## src/rtl/operand_fetch_stage.sv

```systemverilog
`default_nettype none
// ============================================================================
// Module      : operand_fetch_stage
// Description : Decode-to-execute stage for the RV64I/Zba core. It drives the
//               register-file read ports and resolves RAW hazards by
//               forwarding from EX and WB. It stalls on a load-use hazard and
//               registers the resolved operands into a single-entry
//               valid/ready slot that the execute stage consumes.
// Ports       : clk/rst_n     - clock, asynchronous active-low reset
//               flush         - kill stage contents (redirect)
//               in_*          - decoded instruction, valid/ready handshake
//               rf_*          - register-file combinational read ports
//               ex_fwd_*      - EX-stage forward / load-hazard source
//               wb_fwd_*      - WB-stage forward (same-cycle RF write)
//               out_*         - registered payload, valid/ready to EX
//               stall_cycles  - load-use stall count (optional feature)
// Options     : define OPFETCH_STALL_CNT_EN to build the saturating stall
//               counter; otherwise stall_cycles is tied to zero.
// Revision    : 1.0 - initial release
// ============================================================================
module operand_fetch_stage #(
    parameter int XLEN        = 64,
    parameter int STALL_CNT_W = 32
) (
    input  logic                   clk,
    input  logic                   rst_n,
    input  logic                   flush,
    input  logic                   in_valid,
    output logic                   in_ready,
    input  logic [XLEN-1:0]        in_pc,
    input  logic [XLEN-1:0]        in_imm,
    input  logic [4:0]             in_rs1,
    input  logic [4:0]             in_rs2,
    input  logic [4:0]             in_rd,
    input  logic                   in_uses_rs1,
    input  logic                   in_uses_rs2,
    input  logic                   in_wen,
    input  logic                   in_is_load,
    output logic [4:0]             rf_rs1_addr,
    output logic [4:0]             rf_rs2_addr,
    input  logic [XLEN-1:0]        rf_rs1_data,
    input  logic [XLEN-1:0]        rf_rs2_data,
    input  logic                   ex_fwd_valid,
    input  logic [4:0]             ex_fwd_rd,
    input  logic [XLEN-1:0]        ex_fwd_data,
    input  logic                   ex_fwd_is_load,
    input  logic                   wb_fwd_valid,
    input  logic [4:0]             wb_fwd_rd,
    input  logic [XLEN-1:0]        wb_fwd_data,
    output logic                   out_valid,
    input  logic                   out_ready,
    output logic [XLEN-1:0]        out_pc,
    output logic [XLEN-1:0]        out_imm,
    output logic [XLEN-1:0]        out_rs1_val,
    output logic [XLEN-1:0]        out_rs2_val,
    output logic [4:0]             out_rd,
    output logic                   out_wen,
    output logic                   out_is_load,
    output logic [STALL_CNT_W-1:0] stall_cycles
);

    logic            w_hazard;
    logic            w_accept;
    logic [XLEN-1:0] w_rs1_val;
    logic [XLEN-1:0] w_rs2_val;

    assign rf_rs1_addr = in_rs1;
    assign rf_rs2_addr = in_rs2;

    // Operand resolution. A load in EX has no data yet, so it is skipped here
    // and the hazard logic holds the instruction until the load reaches WB.
    // WB beats the register file because the RF has no write-through bypass.
    function automatic logic [XLEN-1:0] resolve(
        input logic [4:0]      idx,
        input logic [XLEN-1:0] rf_data
    );
        logic [XLEN-1:0] val;
        val = rf_data;
        if (idx == 5'd0)
            val = '0;
        else if (ex_fwd_valid && (ex_fwd_rd == idx) && !ex_fwd_is_load)
            val = ex_fwd_data;
        else if (wb_fwd_valid && (wb_fwd_rd == idx))
            val = wb_fwd_data;
        return val;
    endfunction

    always_comb begin
        w_rs1_val = '0;
        w_rs2_val = '0;
        w_rs1_val = resolve(in_rs1, rf_rs1_data);
        w_rs2_val = resolve(in_rs2, rf_rs2_data);
    end

    // Only sources the instruction really reads can create a load-use stall.
    assign w_hazard = in_valid && ex_fwd_valid && ex_fwd_is_load &&
                      (ex_fwd_rd != 5'd0) &&
                      ((in_uses_rs1 && (in_rs1 == ex_fwd_rd)) ||
                       (in_uses_rs2 && (in_rs2 == ex_fwd_rd)));

    assign in_ready = !w_hazard && !flush && (!out_valid || out_ready);
    assign w_accept = in_valid && in_ready;

    // Operands are captured once at accept; a held entry is never
    // re-forwarded because all older producers have resolved by then.
    always_ff @(posedge clk or negedge rst_n) begin
        if (!rst_n) begin
            out_valid   <= 1'b0;
            out_pc      <= '0;
            out_imm     <= '0;
            out_rs1_val <= '0;
            out_rs2_val <= '0;
            out_rd      <= '0;
            out_wen     <= 1'b0;
            out_is_load <= 1'b0;
        end else if (flush) begin
            out_valid <= 1'b0;
        end else if (w_accept) begin
            out_valid   <= 1'b1;
            out_pc      <= in_pc;
            out_imm     <= in_imm;
            out_rs1_val <= w_rs1_val;
            out_rs2_val <= w_rs2_val;
            out_rd      <= in_rd;
            out_wen     <= in_wen;
            out_is_load <= in_is_load;
        end else if (out_valid && out_ready) begin
            out_valid <= 1'b0;
        end
    end

`ifdef OPFETCH_STALL_CNT_EN
    logic [STALL_CNT_W-1:0] r_stall_cnt;

    always_ff @(posedge clk or negedge rst_n) begin
        if (!rst_n)
            r_stall_cnt <= '0;
        else if (w_hazard && !flush && (r_stall_cnt != '1))
            r_stall_cnt <= r_stall_cnt + 1'b1;
    end

    assign stall_cycles = r_stall_cnt;
`else
    assign stall_cycles = '0;
`endif

endmodule
`default_nettype wire

```

## config.mk

```make
export PLATFORM = sky130hd
export DESIGN_NAME = operand_fetch_stage
export DESIGN_NICKNAME = d
export VERILOG_FILES = /design/src/rtl/operand_fetch_stage.sv
export SDC_FILE = /design/constraint.sdc
export NUM_CORES = 1
export LEC_CHECK = 0
export BUFFER_PORTS_ARGS = -buffer_cell sky130_fd_sc_hd__buf_2
export CORE_AREA = 2 2 285 287
export DETAILED_ROUTE_END_ITERATION = 7
export DIE_AREA = 0 0 287 289
export GPL_TIMING_DRIVEN = 0
export SLEW_MARGIN = 20
export SYNTH_ARGS = -nofsm -noshare
export SYNTH_HDL_FRONTEND = slang
export SYNTH_SLANG_ARGS = --single-unit
```

## constraint.sdc

```tcl
create_clock -name clk -period 2.2 [get_ports clk]
set_input_delay 0.11 -clock clk [delete_from_list [all_inputs] [get_ports clk]]
set_output_delay 0.11 -clock clk [all_outputs]
set_load 0.005 [all_outputs]
```

### Word-level counts from Yosys, hierarchy flattened

Cells that the tools add are included.

| word-level totals | value |
|---|---|
| register bits after elaboration | 264 |
| input port bits | 421 |
| output and inout bits | 307 |
| word-level logic and storage cells | 51 |

| cells by class | value |
|---|---|
| equal/unequal tests | 6 |
| multiplexer cells | 9 |
| bitwise gates (word level) | 1 |
| reductions and logical operators | 27 |

Operators with widths:

| kind | count |
|---|---|
| $mux W64 | 6 |
| $eq A5 B5 Y1 | 6 |
| $logic_and A1 B1 Y1 | 16 |
| $logic_not A5 Y1 | 2 |
| $reduce_bool A5 Y1 | 1 |
| $logic_not A1 Y1 | 4 |
| $mux W1 | 3 |
| $reduce_bool A3 Y1 | 1 |
| $logic_or A1 B1 Y1 | 2 |
| $reduce_and A2 Y1 | 1 |
| $not A1 Y1 | 1 |

### Longest topological paths before layout

| logic depth | value |
|---|---|
| word-level depth | 10 |
| gate-level depth with buffers | 7 |
| gate-level depth less buffers | 5 |

### Worst setup path after synthesis

No wires, ideal clock.

| timing path | value |
|---|---|
| path kind | input -> register |
| start point | input port ex_fwd_rd[0] |
| end point | register out_imm[0] |
| library setup time | 0.125 ns |
| arrival | 1.696 ns |
| data required time | 2.075 ns |
| setup slack | 0.379 ns |
| stages | 6 |
| path buffers | 2 |
| path through | or3_1 > o311a_1 > a21oi_4 > buf_12 > buf_12 > mux2_4 |

| on the way | value |
|---|---|
| cells in the longest elaborated chain, start to end | 9 |
| elaborated cells between the ends (all ways) | 13 |
| those cells by class | eq/ne: 2; reduce/logical: 11 |

RTL lines:

| what | line | source |
|---|---|---|
| from (decl) | 44 | `input logic [4:0] ex_fwd_rd,` |
| $eq A5 B5 Y1 (on tied branches) | 98, 99 |  |
| $logic_and A1 B1 Y1 (on tied branches) | 98, 99 |  |
| $logic_or A1 B1 Y1 | 98 | `((in_uses_rs1 && (in_rs1 == ex_fwd_rd)) \|\|` |
| $logic_and A1 B1 Y1 (*) | 97 | `(ex_fwd_rd != 5'd0) &&` |
| $logic_not A1 Y1 (*) | 101 | `assign in_ready = !w_hazard && !flush && (!out_valid \|\| out_ready);` |
| $logic_and A1 B1 Y1 (*) (2 in a row) | 101 |  |
| $logic_and A1 B1 Y1 (*) | 102 | `assign w_accept = in_valid && in_ready;` |
| $reduce_and A2 Y1 (no source line) (*) | - |  |
| to (signal assigned) | 121 | `out_imm <= in_imm;` |
| to (decl) | 53 | `output logic [XLEN-1:0] out_imm,` |

Every way passes the cells marked *; elsewhere a longest branch is shown, timed or not.
A chain may end at the register's enable or synchronous reset.

### Worst setup path in the final report

| timing path | value |
|---|---|
| start point | input port in_rs1[0] |
| end point | register out_rs1_val[32] |

| on the way | value |
|---|---|
| cells in the longest elaborated chain, start to end | 9 |
| elaborated cells between the ends (all ways) | 18 |
| those cells by class | eq/ne: 3; mux: 3; reduce/logical: 12 |

RTL lines:

| what | line | source |
|---|---|---|
| from (decl) | 32 | `input logic [4:0] in_rs1,` |
| $eq A5 B5 Y1 | 81, 98 |  |
| $logic_and A1 B1 Y1 | 98 |  |
| $logic_or A1 B1 Y1 | 98 |  |
| $logic_and A1 B1 Y1 | 97 |  |
| $logic_not A1 Y1 | 101 |  |
| $logic_and A1 B1 Y1 (2 in a row) | 101 |  |
| $logic_and A1 B1 Y1 | 102 |  |
| $reduce_and A2 Y1 (no source line) | - |  |
| to (signal assigned) | 122 | `out_rs1_val <= w_rs1_val;` |
| to (decl) | 54 | `output logic [XLEN-1:0] out_rs1_val,` |

Several ways; a longest one is shown, not always the timed one.

==> key figures <==
Outcome
  – Outcome: completed

Drt
  – DRT Wirelength: between 80000 and 90000 um
  – Via count: roughly 15k
  – Routed Antenna Nets: 0
  – Pre-Repair DR Iteration Count: 6
  – Post-route DRC: 0
  – Drt via density: 4.63
  – Drt wl/cell: 25.0 um
  – DRT iter0 DRCs: between 1k and 1.5k

Yosys
  – Primary FF master, synth: dfrtp_1
  – Seq/Total Area, Yosys: 42.3%
  – Largest area contributor in the netlist: dfrtp_1
  – #FFs+latches synth: roughly 260
  – Top cells by area, synth: dfrtp_1 42%, mux2_4 25%, o31ai_1 6.2%
  – Synth Area per Inst: ~12 um2
  – Asr flop ratio synth: 100%
  – Post-synth top area share: 42.3%
  – Post-synth EDFFs: 0
  – Synth cell types: 31
  – Mapped Cells: ~1.3k
  – Cell Area, Synth: approximately 16000 um2
  – YS warnings: 0

CTS
  – Clock slew at reported path FFs: approximately 0.06 ns
  – H-tree depth: 2
  – Longest Clk Path Bufs: 3
  – Root Buffer: clkbuf_16
  – Clk sinks: approximately 260
  – TritonCTS Buffers: 34
  – CTS tree: done
  – Clock Latency Late Sink: about 0.55 ns

Placed design
  – Final Wtd Congestion: 0.919
  – Placed Area: roughly 21000 um2
  – DP Wirelength: 63500 um
  – Port bufs: 694
  – Setup WS pre-CTS: -1.58 ns

Finish
  – Multi-input logic area: roughly 7800 um2
  – Commonest non-fill, non-tap cell in the layout: buf_2
  – Synth-to-Final Area Change: 49.5%
  – Fillers: around 8.3k
  – Share of layout cells above drive strength 1: slightly below 50%
  – Fin nets: about 2.7k
  – Commonest cells after routing, fill and taps aside: 694 x buf_2, 264 x dfrtp_1, 259 x mux2_4
  – Seq. cell area: between 6000 and 7000 um2
  – Design Area, Final: between 20000 and 25000 um2
  – Final design utilization: about 29%

Global route
  – Largest net degree at the start of global routing: 90
  – Total track usage: 18.8%
  – Initial antenna violation count: 25
  – GRT overflow: 0
  – Number of global-route vias before repair: 15.5k
  – Global-route wire length before repair: approximately 110000 um

Worst setup path
  – Crit-path max FO: 11
  – Crit-path max cell delay: about 0.44 ns
  – Slowest CP cell: nand2_2
  – Delay-heaviest family, CP: buffers and inverters
  – Critical Path RT: about 2.6 ns
  – R2r worst-path depth: 6
  – R2R Setup Slk: ~0.13 ns
  – Critical path type: in2reg
  – Worst EP arrival: approximately 2.5 ns
  – Critical R2R Launch: out_valid
  – CP cell instances: buf_2, xnor2_4, buf_6, nand2_2, clkbuf_1, o21ai_1, a31oi_1, mux2_4
  – FF-to-FF End: out_rs1_val[2]
  – WP buf/inv: 3
  – Worst setup EP type: flop
  – Startpoint types: input pin

Timing
  – Worst Max-Slew Pin Slew: ~0.97 ns
  – Setup slack after layout: ~0.094 ns
  – Max-slew violations: 0
  – Setup Skew: roughly 0.017 ns
  – Final Hold Viols: 0
  – Final Cycle Share: between 90% and 100%
  – Period minus WS final: ~2.1 ns
  – Fmax: approximately 470 MHz
  – RSZ-0062 raised after global routing: false
  – Final setup viols: 0
  – Max-slew headroom: a little over a third

Power and ir drop
  – Switching power: approximately 5.2 mW
  – Leak: 10.7 nW
  – Switching portion of total power: between 20% and 30%
  – Gate power share: 29.2%
  – Pint: 12.0 mW
  – Peak supply drop: approximately 0.38 mV
  – Clock power share: 33.7%
  – Sequential share of power: between 30% and 40%
  – PwrDens: about 740 nW/um2

Run
  – Max-Cap Viols: 0

Die
  – Starting Density: 19.5%
  – I/O pins: 728
  – Die area: 82900 um2
  – Core area: roughly 80000 um2
  – Die Span X: 287 um
  – Vert. Die Dim: 289 um
  – Standard-cell rows: 104

Worst hold path
  – Worst hold start: rf_rs1_data[62]
  – Worst hold path class: in2reg
  – Hold Path Sink: out_rs1_val[62]
  – Hold depth: 4
-- how the worst max path moves through the flow --
stage          slack, ns              end          from  depth (start not counted)
3_5_place_dp       -1.58   out_rs2_val[0]     in_rs2[2]                          8
4_1_cts             0.03   out_rs2_val[1]  wb_fwd_valid                          7
6_report            0.09  out_rs1_val[32]     in_rs1[0]                          8
2_1_floorplan       0.38       out_imm[0]  ex_fwd_rd[0]                          6
3_3_place_gp       -4.25  out_rs2_val[26]         rst_n                          1
5_1_grt             0.02  out_rs2_val[62]     out_valid                          6
-- through the flow --
step	instances	total power, mW	hold WS (ns)	setup TNS, ns
global route	3315	17.9	0.0385	0
global placement	3105	11.1	0.341	-1387.90
finish	3318	17.2	0.0483	0
floorplan	1351	8.69	-0.186	0
detailed placement	3111	11.2	0.0288	-125.51
CTS	3312	17.4	0.000778	0
-- kinds of logic (layout without fill, tap and decap cells) --
group / after synthesis / after routing / synth area share, %
flip-flops: 264 / 264 / 42.3
multiplexers: 263 / 263 / 25.2
AO/OA/AOI/OAI: 389 / 389 / 15.7
AND/OR/NAND/NOR: 192 / 192 / 6.92
XOR/XNOR: 22 / 22 / 1.24
other: 1 / 39 / 0.0240
buffers and inverters: 189 / 1089 / 8.56
-- worst min-delay path: cells and delay by family --
kind / cells / cell delay, ns
compound gates: 2 / 0.21
mux: 1 / 0.15
buf+inv: 1 / 0.08
-- flip-flops by register name, summed over array words and instances, names as in the netlist --
register,cells
out_rs1_val,64
out_is_load,1
out_wen,1
out_pc,64
out_valid,1
out_rs2_val,64
out_imm,64
out_rd,5
-- synth_stat cells (2+ instances only) --
master and count:
nor2_1 2, buf_12 28, buf_1 6, nand4_1 52
inv_1 2, xnor2_1 20, nand2_1 44, or3_1 79
o31ai_1 128, o21ai_0 128, buf_4 42, xor2_1 2
nor3_1 2, nand3_1 7, a31oi_1 128, or2_2 2
and4_1 2, dfrtp_1 264, clkbuf_1 109, mux2_2 4
mux2_4 259
-- area by class of cell --
cell class	count	area share, %
Inverter	2	0.0322
Timing Repair Buffer	844	21.7
Multi-Input combinational cell	898	33.5
Tap cell	1060	5.69
Antenna cell	7	0.0751
Sequential cell	264	28.3
Clock buffer	48	4.27
Clock inverter	10	0.644
Buffer	185	5.76
-- what timing repair did --
item | CTS | global route
endpoints found under the hold margin | 327 | 0
pin swaps | 2 | 0
endpoints found under the setup margin | 102 | 7
hold buffers | 142 | 0
gates resized for setup | 13 | 4
buffers inserted | 2 | 0
-- layer usage --
| layer | part of all wire [%] | global-route usage, % | up-vias | wire (um) |
|---|---|---|---|---|
| li1 | - | - | 6768 | - |
| met1 | 41 | 23.2 | 7432 | 34100 |
| met2 | 45 | 30.5 | 948 | 37600 |
| met3 | 9.2 | 5.89 | 183 | 7610 |
| met4 | 4.2 | 7.64 | 18 | 3490 |
| met5 | 0.14 | 0 | - | 115 |
-- power groups by stage --
stage	registers, mW	clock network [mW]	logic [mW]
after floorplan	6.43	0	2.26
after global placement	6.40	0	4.72
after detailed placement	6.41	0	4.79
after CTS	6.36	5.99	5.02
after global routing	6.48	6.15	5.32
final	6.37	5.79	5.02
No activity file was read; power rests on OpenSTA's default activity.
